`config.mk`:
```
export PLATFORM = sky130hd
export DESIGN_NAME = fetch_controller
export DESIGN_NICKNAME = d
export VERILOG_FILES = /design/src/rtl/fetch_controller_pkg.sv /design/src/rtl/fetch_pc_reg.sv /design/src/rtl/fetch_controller.sv
export SDC_FILE = /design/constraint.sdc
export NUM_CORES = 1
export LEC_CHECK = 0
export CORE_UTILIZATION = 25
export DETAILED_ROUTE_END_ITERATION = 12
export GPL_TIMING_DRIVEN = 1
export PLACE_DENSITY = 0.53
export SETUP_SLACK_MARGIN = 0.3
export SLEW_MARGIN = 20
export SYNTH_ARGS = -nofsm -noshare
export SYNTH_HDL_FRONTEND = slang
export SYNTH_SLANG_ARGS = --single-unit
```
`constraint.sdc`:
```
create_clock -name clk -period 2.82 [get_ports clk]
set_input_delay 0.705 -clock clk [delete_from_list [all_inputs] [get_ports clk]]
set_output_delay 0.705 -clock clk [all_outputs]
set_load 0.03 [all_outputs]
```
`src/rtl/fetch_controller_pkg.sv`:
```
// Shared fetch-stage definitions: enable levels, instruction stride and FSM state codes.
package fetch_controller_pkg;

  localparam logic ENABLE  = 1'b1;
  localparam logic DISABLE = 1'b0;

  localparam int unsigned INST_BYTES = 4;

  typedef enum logic [1:0] {
    FETCH_OFF  = 2'b00,
    FETCH_RUN  = 2'b01,
    FETCH_HALT = 2'b10
  } fetch_state_e;

endpackage

```
`src/rtl/fetch_pc_reg.sv`:
```
// Program counter: sequential +4 advance, branch redirect, ROM range and target alignment checks.
module fetch_pc_reg
  import fetch_controller_pkg::*;
#(
  parameter int unsigned           ADDR_WIDTH = 32,
  parameter logic [ADDR_WIDTH-1:0] RESET_PC   = '0,
  parameter int unsigned           MEM_WORDS  = 10
) (
  input  logic                  clk,
  input  logic                  rst_n,
  input  logic                  advance,
  input  logic                  redirect,
  input  logic [ADDR_WIDTH-1:0] target,
  output logic [ADDR_WIDTH-1:0] pc,
  output logic                  in_range,
  output logic                  target_misaligned
);

  // One extra bit so a ROM that fills the whole address space still compares correctly.
  localparam logic [ADDR_WIDTH:0] PC_LIMIT = (ADDR_WIDTH+1)'(MEM_WORDS * INST_BYTES);

  always_ff @(posedge clk or negedge rst_n) begin
    if (!rst_n) begin
      pc <= RESET_PC;
    end else if (redirect) begin
      pc <= target;
    end else if (advance) begin
      pc <= pc + ADDR_WIDTH'(INST_BYTES);
    end
  end

  assign in_range          = {1'b0, pc} < PC_LIMIT;
  assign target_misaligned = target[1:0] != 2'b00;

endmodule

```
`src/rtl/fetch_controller.sv`:
```
// Instruction fetch sequencer: owns the FSM and the one-entry valid/ready register toward decode.
module fetch_controller
  import fetch_controller_pkg::*;
#(
  parameter int unsigned           ADDR_WIDTH = 32,
  parameter int unsigned           INST_WIDTH = 32,
  parameter logic [ADDR_WIDTH-1:0] RESET_PC   = '0,
  parameter int unsigned           MEM_WORDS  = 10
) (
  input  logic                  clk,
  input  logic                  rst,
  output logic                  romCe,
  output logic [ADDR_WIDTH-1:0] romAddr,
  input  logic [INST_WIDTH-1:0] romInst,
  input  logic                  branchValid,
  input  logic [ADDR_WIDTH-1:0] branchTarget,
  input  logic                  haltReq,
  output logic                  idValid,
  input  logic                  idReady,
  output logic [ADDR_WIDTH-1:0] idPc,
  output logic [INST_WIDTH-1:0] idInst,
  output logic                  fetchFault
);

  fetch_state_e          state, state_next;
  logic [ADDR_WIDTH-1:0] pc;
  logic                  in_range, target_misaligned;
  logic                  advance, redirect, capture, flush, set_fault;
  logic                  out_free;

  fetch_pc_reg #(
    .ADDR_WIDTH (ADDR_WIDTH),
    .RESET_PC   (RESET_PC),
    .MEM_WORDS  (MEM_WORDS)
  ) u_pc_reg (
    .clk               (clk),
    .rst_n             (rst),
    .advance           (advance),
    .redirect          (redirect),
    .target            (branchTarget),
    .pc                (pc),
    .in_range          (in_range),
    .target_misaligned (target_misaligned)
  );

  assign romAddr  = pc;
  assign out_free = !idValid || idReady;

  always_ff @(posedge clk or negedge rst) begin
    if (!rst) state <= FETCH_OFF;
    else      state <= state_next;
  end

  // Priority inside RUN: branch, then halt, then range fault, then capture if the output is free.
  always_comb begin
    state_next = state;
    advance    = 1'b0;
    redirect   = 1'b0;
    capture    = 1'b0;
    flush      = 1'b0;
    set_fault  = 1'b0;
    unique case (state)
      FETCH_OFF: state_next = FETCH_RUN;
      FETCH_RUN: begin
        if (branchValid) begin
          flush = 1'b1;
          if (target_misaligned) begin
            set_fault  = 1'b1;
            state_next = FETCH_HALT;
          end else begin
            redirect = 1'b1;
            if (haltReq) state_next = FETCH_HALT;
          end
        end else if (haltReq) begin
          state_next = FETCH_HALT;
        end else if (!in_range) begin
          set_fault  = 1'b1;
          state_next = FETCH_HALT;
        end else if (out_free) begin
          capture = 1'b1;
          advance = 1'b1;
        end
      end
      default: state_next = state;
    endcase
  end

  always_ff @(posedge clk or negedge rst) begin
    if (!rst) begin
      romCe      <= DISABLE;
      idValid    <= 1'b0;
      idPc       <= '0;
      idInst     <= '0;
      fetchFault <= 1'b0;
    end else begin
      romCe <= (state_next == FETCH_RUN) ? ENABLE : DISABLE;
      if (set_fault) fetchFault <= 1'b1;
      if (capture) begin
        idValid <= 1'b1;
        idPc    <= pc;
        idInst  <= romInst;
      end else if (flush || idReady) begin
        idValid <= 1'b0;
      end
    end
  end

endmodule

```
# Yosys cells after proc, flatten, opt, wreduce, memory -nomap -nowiden
# Index checks and enable logic that the tools add are counted.
# W data, S select, Z words.
[classes] reduce_logical=7 mux=26 magnitude_cmp=1 addsub=1 n_eq_ne=2
[ops] cell="$mux W32" n=2
[ops] cell="$add A32 B3 Y32 const B" n=1
[ops] cell="$lt A32 B6 Y1 const B" n=1
[ops] cell="$mux W1" n=18
[ops] cell="$mux W2" n=5
[ops] cell="$reduce_bool A2 Y1" n=3
[ops] cell="$eq A2 B1 Y1 const B" n=2
[ops] cell="$pmux W2 S2" n=1
[ops] cell="$logic_not A2 Y1" n=1
[ops] cell="$logic_or A1 B1 Y1" n=2
[ops] cell="$logic_not A1 Y1" n=1
[word_totals] out_inout_bits=99 input_bits=69 word_cells=44 register_bits=101

# Logic depth before layout (Yosys ltp)
# Gate-level depths: netlist of run 1.
[logic_depth] ltp_word=9 ltp_mapped=6 mapped_depth_nobuf=5

# Cells and area by module
# From an unflattened synthesis of run 1, not the netlist that was laid out.
[hier_totals] cells_unflattened=369 hier_area_um2=4615.7
[modules_own_cells] mod="fetch_controller" area_each_um2=2761.4 seq_area_each_um2=1726.7 instances=1 cells_per_inst=157
[modules_own_cells] mod="fetch_pc_reg" area_each_um2=1854.3 seq_area_each_um2=800.8 instances=1 cells_per_inst=212

# Worst setup path after synthesis of run 1
# No wires, ideal clock.
[synth_path] path_type="input port to flip-flop" start="in branchValid" end="reg u_pc_reg.pc[4]" path_stages=5 arrival_time_ns=2.184 path_slack_ns=0.514 setup_ns=0.123 path_buffers=0 t_required_ns=2.697 cell_sequence="nor4_1 -> nand4_1 -> nor4_4 -> mux2_1 -> o221a_2"
[synth_via] elab_chain_len=3 word_cells_on_any_way=6 classes_between="5 x mux; 1 x reduce/logical"
[synth_rtl] item="start, declared" line="fetch_controller.sv:15" source="input logic branchValid,"
[synth_rtl] item="$mux W1" line="fetch_controller.sv:65" source="if (branchValid) begin"
[synth_rtl] item="$mux W1" line="fetch_controller.sv:62" source="unique case (state)"
[synth_rtl] item="$mux W32 / $reduce_bool A2 Y1 (equally long branches)"
[synth_rtl] item="end signal, assigned" line="fetch_pc_reg.sv:26" source="pc <= target;"
[synth_rtl] item="end signal, assigned" line="fetch_pc_reg.sv:28" source="pc <= pc + ADDR_WIDTH'(INST_BYTES);"
[synth_rtl] item="end, declared" line="fetch_pc_reg.sv:14" source="output logic [ADDR_WIDTH-1:0] pc,"
# Several ways; a longest one is shown, not always the timed one.
# A chain may end at the register's enable or synchronous reset.

# Worst setup path in the final report of run 1
# Same ends and word-level chain as after synthesis.

==> impl_metrics.py, run 1 <==
metrics = {
    "final_layout": {
        "area_growth_pct": 61.27,
        "nets": 547,
        "drive_above_1_share_pct": 15.15,
        "antenna_cells": 0,
        "final_util_pct": 41.52,
    },
    "worst_hold_path": {
        "hold_path.class": "in -> async",
    },
    "global_route": {
        "grt_pass1_vias": 2936,
        "grt.total_usage_pct": 12.94,
        "grt_remaining_overflow": 0,
        "antenna_found_initial": 0,
        "grt_max_degree": 51,
        "grt_pass1_wl_um": 15550,
    },
    "drt": {
        "vias": 2802,
        "postRouteAntennaNets": 0,
        "detail_route.iter0.violations": 132,
        "wl_per_cell_um": 14.62,
        "first_pass_iters": 8,
        "routed_via_density": 4.207,
        "drc_errors": 30,
        "routed_wl_um": 9738,
    },
    "worst_setup_path": {
        "arrival_ps": 2630,
        "cp.required_ps": 3050,
        "startpoint_type": "primary input",
        "cp-end-kind": "flop",
        "ff2ff_path_depth": 6,
        "path_class": "in -> reg",
        "worstPathMaxFanout": 5,
    },
    "clock_network": {
        "clock_sinks": 101,
        "clk_latency_ps": 350,
        "cts_made_buffers": 9,
        "cts_root_buf": "clkbuf_16",
        "cts-htree-levels": 3,
        "cts.path.max_buffers": 2,
        "cts_tree": "done",
        "clk_pin_slew_ps": 60,
    },
    "sta": {
        "finalSetupViolations": 0,
        "tightest_slew_ps": 641.1,
        "final.setup.tns_ps": 0,
        "max_freq_ghz": 0.4175,
        "finalCritPeriodShare_pct": 84.93,
        "grt_setup_unrepaired": "false",
        "hold_violations": 0,
        "drv_slew": 0,
        "holdWs_ps": 381.3,
        "fin_skew_ps": 7.449,
        "period_needed_ps": 2395,
        "max-slew-margin-rel_pct": 57.26,
    },
    "die": {
        "core_um2": 14640,
        "start_util_pct": 25.74,
        "ioPinCount": 168,
        "die_x_um": 124.8,
        "die_area_um2": 15580,
        "die_h_um": 124.8,
        "std_cell_rows": 44,
    },
    "synth": {
        "yosysSeqAreaShare_pct": 67.04,
        "ys.flop_type": "dfrtp_1",
        "synth_warnings": 0,
        "netlist_area_um2": 3770,
        "synth_edf_count": 0,
        "syn_avg_cell_area_um2": 12.61,
        "synth_cells": 299,
        "synth_fp_nets": 369,
        "synthArstFlopShare_pct": 100.0,
        "ys_seq_elements": 101,
        "ys_types": 29,
    },
    "power_and_ir_drop": {
        "ir_worst_vdd_mv": 0.4872,
        "power_density_nw_per_um2": 545.6,
        "power_w": 0.003317,
        "p_leak_nw": 2.813,
    },
    "run": {
        "cap_violations": 0,
    },
    "placed_design": {
        "gp_congestion": 0.6876,
        "io_buffers": 167,
        "dpl.hpwl_um": 6919,
    },
    "status": {
        "violations": "design-rule violations",
        "status": "finished, violations left",
    },
}
metal layers:
layer	track usage (%)	share of wire, %	vias to the layer above	wire length [um]
met4	3.922	1.3	0	123
met3	6.486	10	10	971
met1	15.86	44	1335	4310
li1	-	-	1340	-
met2	19.83	44	117	4333
met5	0	0	-	0
registers in the layout (all words and copies together) (netlist names):
name         flops
state            2
u_pc_reg.pc     32
idValid          1
idInst          32
fetchFault       1
romCe            1
idPc            32
what timing repair did:
item,CTS,global route
pin swaps,0,1
endpoints found under the setup margin,12,37
setup buffers,0,1
resized for setup,1,1
gates cloned,0,1
hold buffers,0,0
cells in the mapped netlist (3+ instances only):
master | instances | area (um^2)
nor4_1 | 6 | 37.54
dfrtp_1 | 101 | 2527
clkbuf_1 | 9 | 33.78
and2_1 | 3 | 18.77
nand2_1 | 82 | 307.8
buf_4 | 4 | 30.03
nor2_1 | 3 | 11.26
nor2b_1 | 28 | 175.2
mux2_2 | 38 | 427.9
path summary, 6_finish.rpt:
path	from	endpoint	slack, ps
worst max-delay path	branchValid	u_pc_reg.pc[4]$_DFFE_PN0P_	420
worst min-delay path	rst	idInst[8]$_DFFE_PN0P_	380
worst max register to register	u_pc_reg.pc[15]$_DFFE_PN0P_	u_pc_reg.pc[4]$_DFFE_PN0P_	680
worst min register to register	fetchFault$_DFFE_PN0P_	fetchFault$_DFFE_PN0P_	480
max in group asynchronous	rst	idPc[11]$_DFFE_PN0P_	1740
min in group clk	fetchFault$_DFFE_PN0P_	fetchFault$_DFFE_PN0P_	480
kinds of logic after synthesis:
group                    share of synthesized area [%]
AND/OR/NAND/NOR                                  16.73
flip-flops                                       67.04
multiplexers                                     11.92
buffers and inverters                            1.693
AO/OA/AOI/OAI                                    2.291
adder cells (fa/ha/maj)                         0.3318
worst max-delay path, stage by stage:
cell and delay (ps):
clkdlybuf4s50_1 470, nor4_2 290, nand4_1 220, nor4_4 200, buf_6 180, mux2_1 320, o221a_2 240
power breakdown:
group	internal, W	switching [W]
Clock	0.000737	0.000546
Sequential	0.00151	0.0000487
Combinational	0.000235	0.000237
cell usage in the layout (no fill, tap or decap), types with 2 or more instances in the layout:
cell,Yosys,routed
nand2_1,82,82
clkbuf_16,0,10
nand3_1,2,2
nand2b_1,2,2
dfrtp_1,101,101
buf_12,0,3
nor3_1,2,2
nor2b_1,28,28
and2_1,3,3
nor2_1,3,3
o21ai_0,2,2
nand4_1,2,2
buf_4,4,9
clkdlybuf4s50_1,0,166
clkinvlp_4,0,2
clkbuf_8,0,2
nor4_1,6,5
mux2_2,38,38
cell type report:
class,count,area [um^2]
clock buffers,11,252.7
clock inverters,5,58.81
fillers,1406,8564
multi-input cells,185,1185
flip-flops and latches,101,2527
well taps,184,230.2
repair buffers,180,1826
metrics by stage:
step / area [um^2] / worst slack, ps / std cells
after CTS: 6043 / 305.7 / 664
after detailed placement: 5725 / -110.9 / 648
after global placement: 5725 / -47.95 / 648
after global routing: 6080 / 353.8 / 666
final: 6080 / 424.8 / 666
after floorplan: 3770 / 513.8 / 299
No activity file was read; power rests on OpenSTA's default activity.
==> inputs of run 2 (changes only) <==
Clock period 2.82 ns to 2.46 ns, I/O delays scaled along.
==> run 2 against run 1 <==
Compared with the run above: the flow still finishes with violations (design-rule violations); sequential share of layout area down 0.62 points; largest cell class unchanged; combinational power is 19% higher; critical endpoint is now romAddr[10]; highest routed layer unchanged; cell count increased by 0.45%; setup slack got worse by 59 ps; largest power group unchanged; via count rose by 0.75%.
==> impl_metrics.py, run 2 (synthesis results as in run 1) <==
metrics = {
    "drt": {
        "wl_per_cell_um": 14.43,
        "detail_route.iter0.violations": 89,
        "routed_via_density": 4.220,
        "drc_errors": 28,
        "routed_wl_um": 9654,
        "first_pass_iters": 8,
        "postRouteAntennaNets": 0,
        "vias": 2823,
    },
    "sta": {
        "grt_setup_unrepaired": "true",
        "max_freq_ghz": 0.4775,
        "tightest_slew_ps": 440.4,
        "hold_violations": 0,
        "finalCritPeriodShare_pct": 85.13,
        "max-slew-margin-rel_pct": 70.64,
        "finalSetupViolations": 0,
        "drv_slew": 0,
        "period_needed_ps": 2094,
        "holdWs_ps": 207.0,
        "final.setup.tns_ps": 0,
        "fin_skew_ps": 10.82,
    },
    "final_layout": {
        "nets": 550,
        "fillers": 1401,
        "drive_above_1_share_pct": 16.29,
        "area_growth_pct": 63.72,
        "antenna_cells": 0,
        "reg_top3": "idInst x32, idPc x32, u_pc_reg.pc x32",
        "layout_common_cells": "162 x clkdlybuf4s50_1, 101 x dfrtp_1, 82 x nand2_1",
        "final_common_cell": "clkdlybuf4s50_1",
    },
    "global_route": {
        "grt_max_degree": 47,
        "grt_pass1_wl_um": 15480,
        "grt_pass1_vias": 2968,
        "grt.total_usage_pct": 12.92,
        "grt_remaining_overflow": 0,
        "antenna_found_initial": 0,
    },
    "clock_network": {
        "clk_pin_slew_ps": 70,
        "cts_made_buffers": 9,
        "cts.path.max_buffers": 2,
        "clock_sinks": 101,
        "clk_latency_ps": 350,
        "cts_root_buf": "clkbuf_16",
        "cts_tree": "done",
        "cts-htree-levels": 3,
    },
    "die": {
        "die_x_um": 124.8,
        "std_cell_rows": 44,
        "core_um2": 14640,
        "die_area_um2": 15580,
        "start_util_pct": 25.74,
        "ioPinCount": 168,
        "die_h_um": 124.8,
    },
    "worst_setup_path": {
        "crit_buf_inv": 1,
        "cp-end-kind": "primary output",
        "path_class": "reg -> out",
        "cpPeakStageDelay_ps": 710,
        "cp.required_ps": 1850,
        "arrival_ps": 1480,
        "worstPathMaxFanout": 3,
        "startpoint_type": "flop",
        "cp_cell_sequence": "clkdlybuf4s50_1",
        "cpMaxStageDelayCell": "clkdlybuf4s50_1",
        "r2r-start": "u_pc_reg.pc[29]$_DFFE_PN0P_",
        "critPathTopFamily": "buffers and inverters",
        "cp-startpoint": "u_pc_reg.pc[10]$_DFFE_PN0P_",
    },
    "worst_hold_path": {
        "hold_path.class": "in -> async",
    },
    "power_and_ir_drop": {
        "ir_worst_vdd_mv": 0.3595,
        "power_switching_w": 0.0009616,
        "combPwrFrac_pct": 14.1,
        "power_w": 0.003976,
        "clockPowerShare_pct": 40.8,
        "p_leak_nw": 2.876,
        "internal-power_w": 0.003015,
        "swShare_pct": 24.18,
        "power_density_nw_per_um2": 644.2,
        "power_frac_seq_pct": 45.1,
    },
    "status": {
        "violations": "design-rule violations",
        "status": "finished, violations left",
    },
    "placed_design": {
        "gp_congestion": 0.7356,
        "io_buffers": 167,
        "dpl.hpwl_um": 7025,
    },
    "run": {
        "cap_violations": 0,
    },
}
run 2: cell types whose count changed in the layout (fill, tap and decap cells not counted), moves of 2 or more:
cell	previous run	this run
clkdlybuf4s50_1	166	162
nor4_2	1	4
nor4_1	5	2
dlygate4sd2_1	0	3
buf_12	3	5
clkbuf_8	2	0
bufinv_16	1	3
run 2: final timing paths:
path                                              endpoint  slack [ps]  depth (start not counted)
worst max-delay path                           romAddr[10]         370                          1
worst min-delay path                   idPc[2]$_DFFE_PN0P_         210                          1
worst max register to register      idInst[22]$_DFFE_PN0P_         440                          6
worst min register to register      fetchFault$_DFFE_PN0P_         470                          1
max in group asynchronous       u_pc_reg.pc[8]$_DFFE_PN0P_        1550                          2
min in group clk                    fetchFault$_DFFE_PN0P_         470                          1
run 2: power groups by stage:
stage / sequential, W / clock (W) / combinational, W
floorplan: 0.00195 / 0 / 0.0000934
global placement: 0.00182 / 0 / 0.000552
global route: 0.00180 / 0.00175 / 0.000600
detailed placement: 0.00182 / 0 / 0.000558
CTS: 0.00179 / 0.00168 / 0.000566
finish: 0.00179 / 0.00162 / 0.000561
run 2: area by class of cell:
type	count	area, um^2	share of cell area [%]
Clock buffer	10	229.0	3.710
Clock inverter	6	111.4	1.804
Multi-Input combinational cell	185	1216	19.70
Sequential cell	101	2527	40.95
Tap cell	184	230.2	3.730
Timing Repair Buffer	183	1858	30.10
run 2: what timing repair did:
action | CTS | global route
endpoints found under the setup margin | 66 | 65
resized for setup | 6 | 6
hold buffers | 0 | 0
cloned | 0 | 0
buffers inserted | 1 | 1
pin swaps | 3 | 5
run 2: routing by layer:
metal	share of wire (%)	vias to the layer above	global-route usage (%)	wire length [um]
met1	44	1343	15.90	4227
met5	0	-	0	0
met4	1.9	0	6.536	188
li1	-	1356	-	-
met2	45	113	19.93	4379
met3	8.9	11	4.639	857
run 2: metrics by stage:
| stage | cell area [um^2] | instances | setup slack (ps) | util [%] |
|---|---|---|---|---|
| floorplan | 3770 | 299 | 302.4 | - |
| global placement | 5773 | 651 | -188.7 | 39.42 |
| detailed placement | 5773 | 651 | -191.1 | 39.42 |
| CTS | 6133 | 668 | 283.9 | 41.88 |
| global route | 6172 | 669 | 279.3 | 42.15 |
| finish | 6172 | 669 | 365.8 | 42.15 |
==> inputs of run 3 (changes only) <==
Settings changed: GPL_ROUTABILITY_DRIVEN set to 0, RECOVER_POWER set to 25.
==> run 3 against run 2 <==
Compared with the run above: the run still ends with design-rule violations left; via count up 0.25%; first-iteration DRC count is the same; routed wire length about the same; largest cell class unchanged.
==> impl_metrics.py, run 3 (synthesis results as in run 1) <==
metrics = {
    "status": {
        "status": "finished, violations left",
        "violations": "design-rule violations",
    },
    "clock_network": {
        "clk_latency_ps": 350,
        "cts.path.max_buffers": 2,
        "holdBufCountCts": 0,
        "clk_pin_slew_ps": 70,
        "cts_made_buffers": 9,
        "cts-htree-levels": 3,
        "clock_sinks": 101,
        "cts_root_buf": "clkbuf_16",
        "cts_tree": "done",
    },
    "worst_setup_path": {
        "cpMaxStageDelayCell": "clkdlybuf4s50_1",
        "startpoint_type": "flop",
        "cp-end-kind": "primary output",
        "cp-startpoint": "u_pc_reg.pc[10]$_DFFE_PN0P_",
        "arrival_ps": 1480,
        "worst_r2r_endpoint": "idInst[22]$_DFFE_PN0P_",
        "rrSetupSlack_ps": 440,
        "crit_buf_inv": 1,
        "r2r-start": "u_pc_reg.pc[29]$_DFFE_PN0P_",
        "ff2ff_path_depth": 6,
        "cp.required_ps": 1850,
        "cpPeakStageDelay_ps": 710,
        "critPathTopFamily": "buffers and inverters",
        "worstPathMaxFanout": 3,
        "path_class": "reg -> out",
        "cp_cell_sequence": "clkdlybuf4s50_1",
    },
    "sta": {
        "hold_violations": 0,
        "max_freq_ghz": 0.4775,
        "drv_slew": 0,
        "finalSetupViolations": 0,
        "finalCritPeriodShare_pct": 85.13,
        "grt_setup_unrepaired": "true",
        "period_needed_ps": 2094,
        "fin_skew_ps": 10.82,
        "holdWs_ps": 198.1,
        "tightest_slew_ps": 1144,
        "max-slew-margin-rel_pct": 23.71,
        "final.setup.tns_ps": 0,
    },
    "global_route": {
        "antenna_found_initial": 0,
        "grt_max_degree": 47,
        "grt_pass1_wl_um": 15480,
        "grt.total_usage_pct": 12.92,
        "grt_pass1_vias": 2968,
        "grt_remaining_overflow": 0,
    },
    "power_and_ir_drop": {
        "swShare_pct": 24.19,
        "internal-power_w": 0.003012,
        "ir_worst_vdd_mv": 0.3595,
        "clockPowerShare_pct": 40.8,
        "combPwrFrac_pct": 14.0,
        "p_leak_nw": 2.871,
        "power_density_nw_per_um2": 645.3,
        "power_switching_w": 0.0009613,
        "power_frac_seq_pct": 45.1,
    },
    "drt": {
        "wl_per_cell_um": 14.44,
        "vias": 2830,
        "drc_errors": 28,
        "routed_wl_um": 9659,
        "first_pass_iters": 8,
        "detail_route.iter0.violations": 89,
        "postRouteAntennaNets": 0,
        "routed_via_density": 4.230,
    },
    "final_layout": {
        "antenna_cells": 0,
        "final_area_um2": 6157,
        "layout_common_cells": "162 x clkdlybuf4s50_1, 101 x dfrtp_1, 82 x nand2_1",
        "reg_top3": "idInst x32, idPc x32, u_pc_reg.pc x32",
        "area_growth_pct": 63.33,
        "drive_above_1_share_pct": 16.29,
        "nets": 550,
        "final_common_cell": "clkdlybuf4s50_1",
        "fillers": 1403,
    },
    "placed_design": {
        "io_buffers": 167,
        "postPlaceCellArea_um2": 5773,
        "dpl.hpwl_um": 7025,
    },
    "die": {
        "start_util_pct": 25.74,
        "die_area_um2": 15580,
        "std_cell_rows": 44,
        "ioPinCount": 168,
        "die_x_um": 124.8,
        "core_um2": 14640,
        "die_h_um": 124.8,
    },
    "worst_hold_path": {
        "hold_path.class": "in -> async",
    },
    "run": {
        "cap_violations": 0,
    },
}
run 3: cell count changes in the layout (fill, tap and decap cells not counted):
cell      previous run  this run
buf_12               5         4
clkbuf_2             0         1
run 3: worst max path at each step:
stage / endpoint / slack (ps) / cells past startpoint
finish: romAddr[10] / 370 / 1
global route: idInst[24]$_DFFE_PN0P_ / 280 / 6
CTS: u_pc_reg.pc[4]$_DFFE_PN0P_ / 280 / 6
detailed placement: u_pc_reg.pc[4]$_DFFE_PN0P_ / -190 / 7
global placement: u_pc_reg.pc[4]$_DFFE_PN0P_ / -190 / 7
floorplan: u_pc_reg.pc[4]$_DFFE_PN0P_ / 300 / 5
run 3: repair_timing:
item,CTS,global route
setup endpoints to repair,66,65
gates cloned,0,0
pin swaps,3,5
gates resized for setup,6,6
buffers inserted,1,1
run 3: per-stage QoR:
stage,util [%],power (W),setup WS (ps),instances
2_1_floorplan,-,0.002046,302.4,299
3_3_place_gp,39.42,0.002373,-188.7,651
3_5_place_dp,39.42,0.002379,-191.1,651
4_1_cts,41.88,0.004040,283.9,668
5_1_grt,42.05,0.004151,279.3,669
6_report,42.05,0.003973,365.8,669
run 3: area by class of cell:
type                            instances  area, um^2  area share (%)
Multi-Input combinational cell        185        1216           19.75
Sequential cell                       101        2527           41.05
Tap cell                              184       230.2           3.739
Clock inverter                          6       111.4           1.809
Clock buffer                           10       229.0           3.719
Timing Repair Buffer                  183        1843           29.93
run 3: power by group through the flow:
stage / Clock (W) / Combinational (W) / Sequential (W)
final: 0.00162 / 0.000558 / 0.00179
after global routing: 0.00175 / 0.000597 / 0.00180
after CTS: 0.00168 / 0.000566 / 0.00179
after detailed placement: 0 / 0.000558 / 0.00182
after global placement: 0 / 0.000552 / 0.00182
after floorplan: 0 / 0.0000934 / 0.00195
run 3: metal layers:
layer	wire length, um	GRT usage, %	up-vias
li1	-	-	1356
met1	4228	15.90	1346
met2	4380	19.93	117
met3	862	4.639	11
met4	188	6.536	0
met5	0	0	-
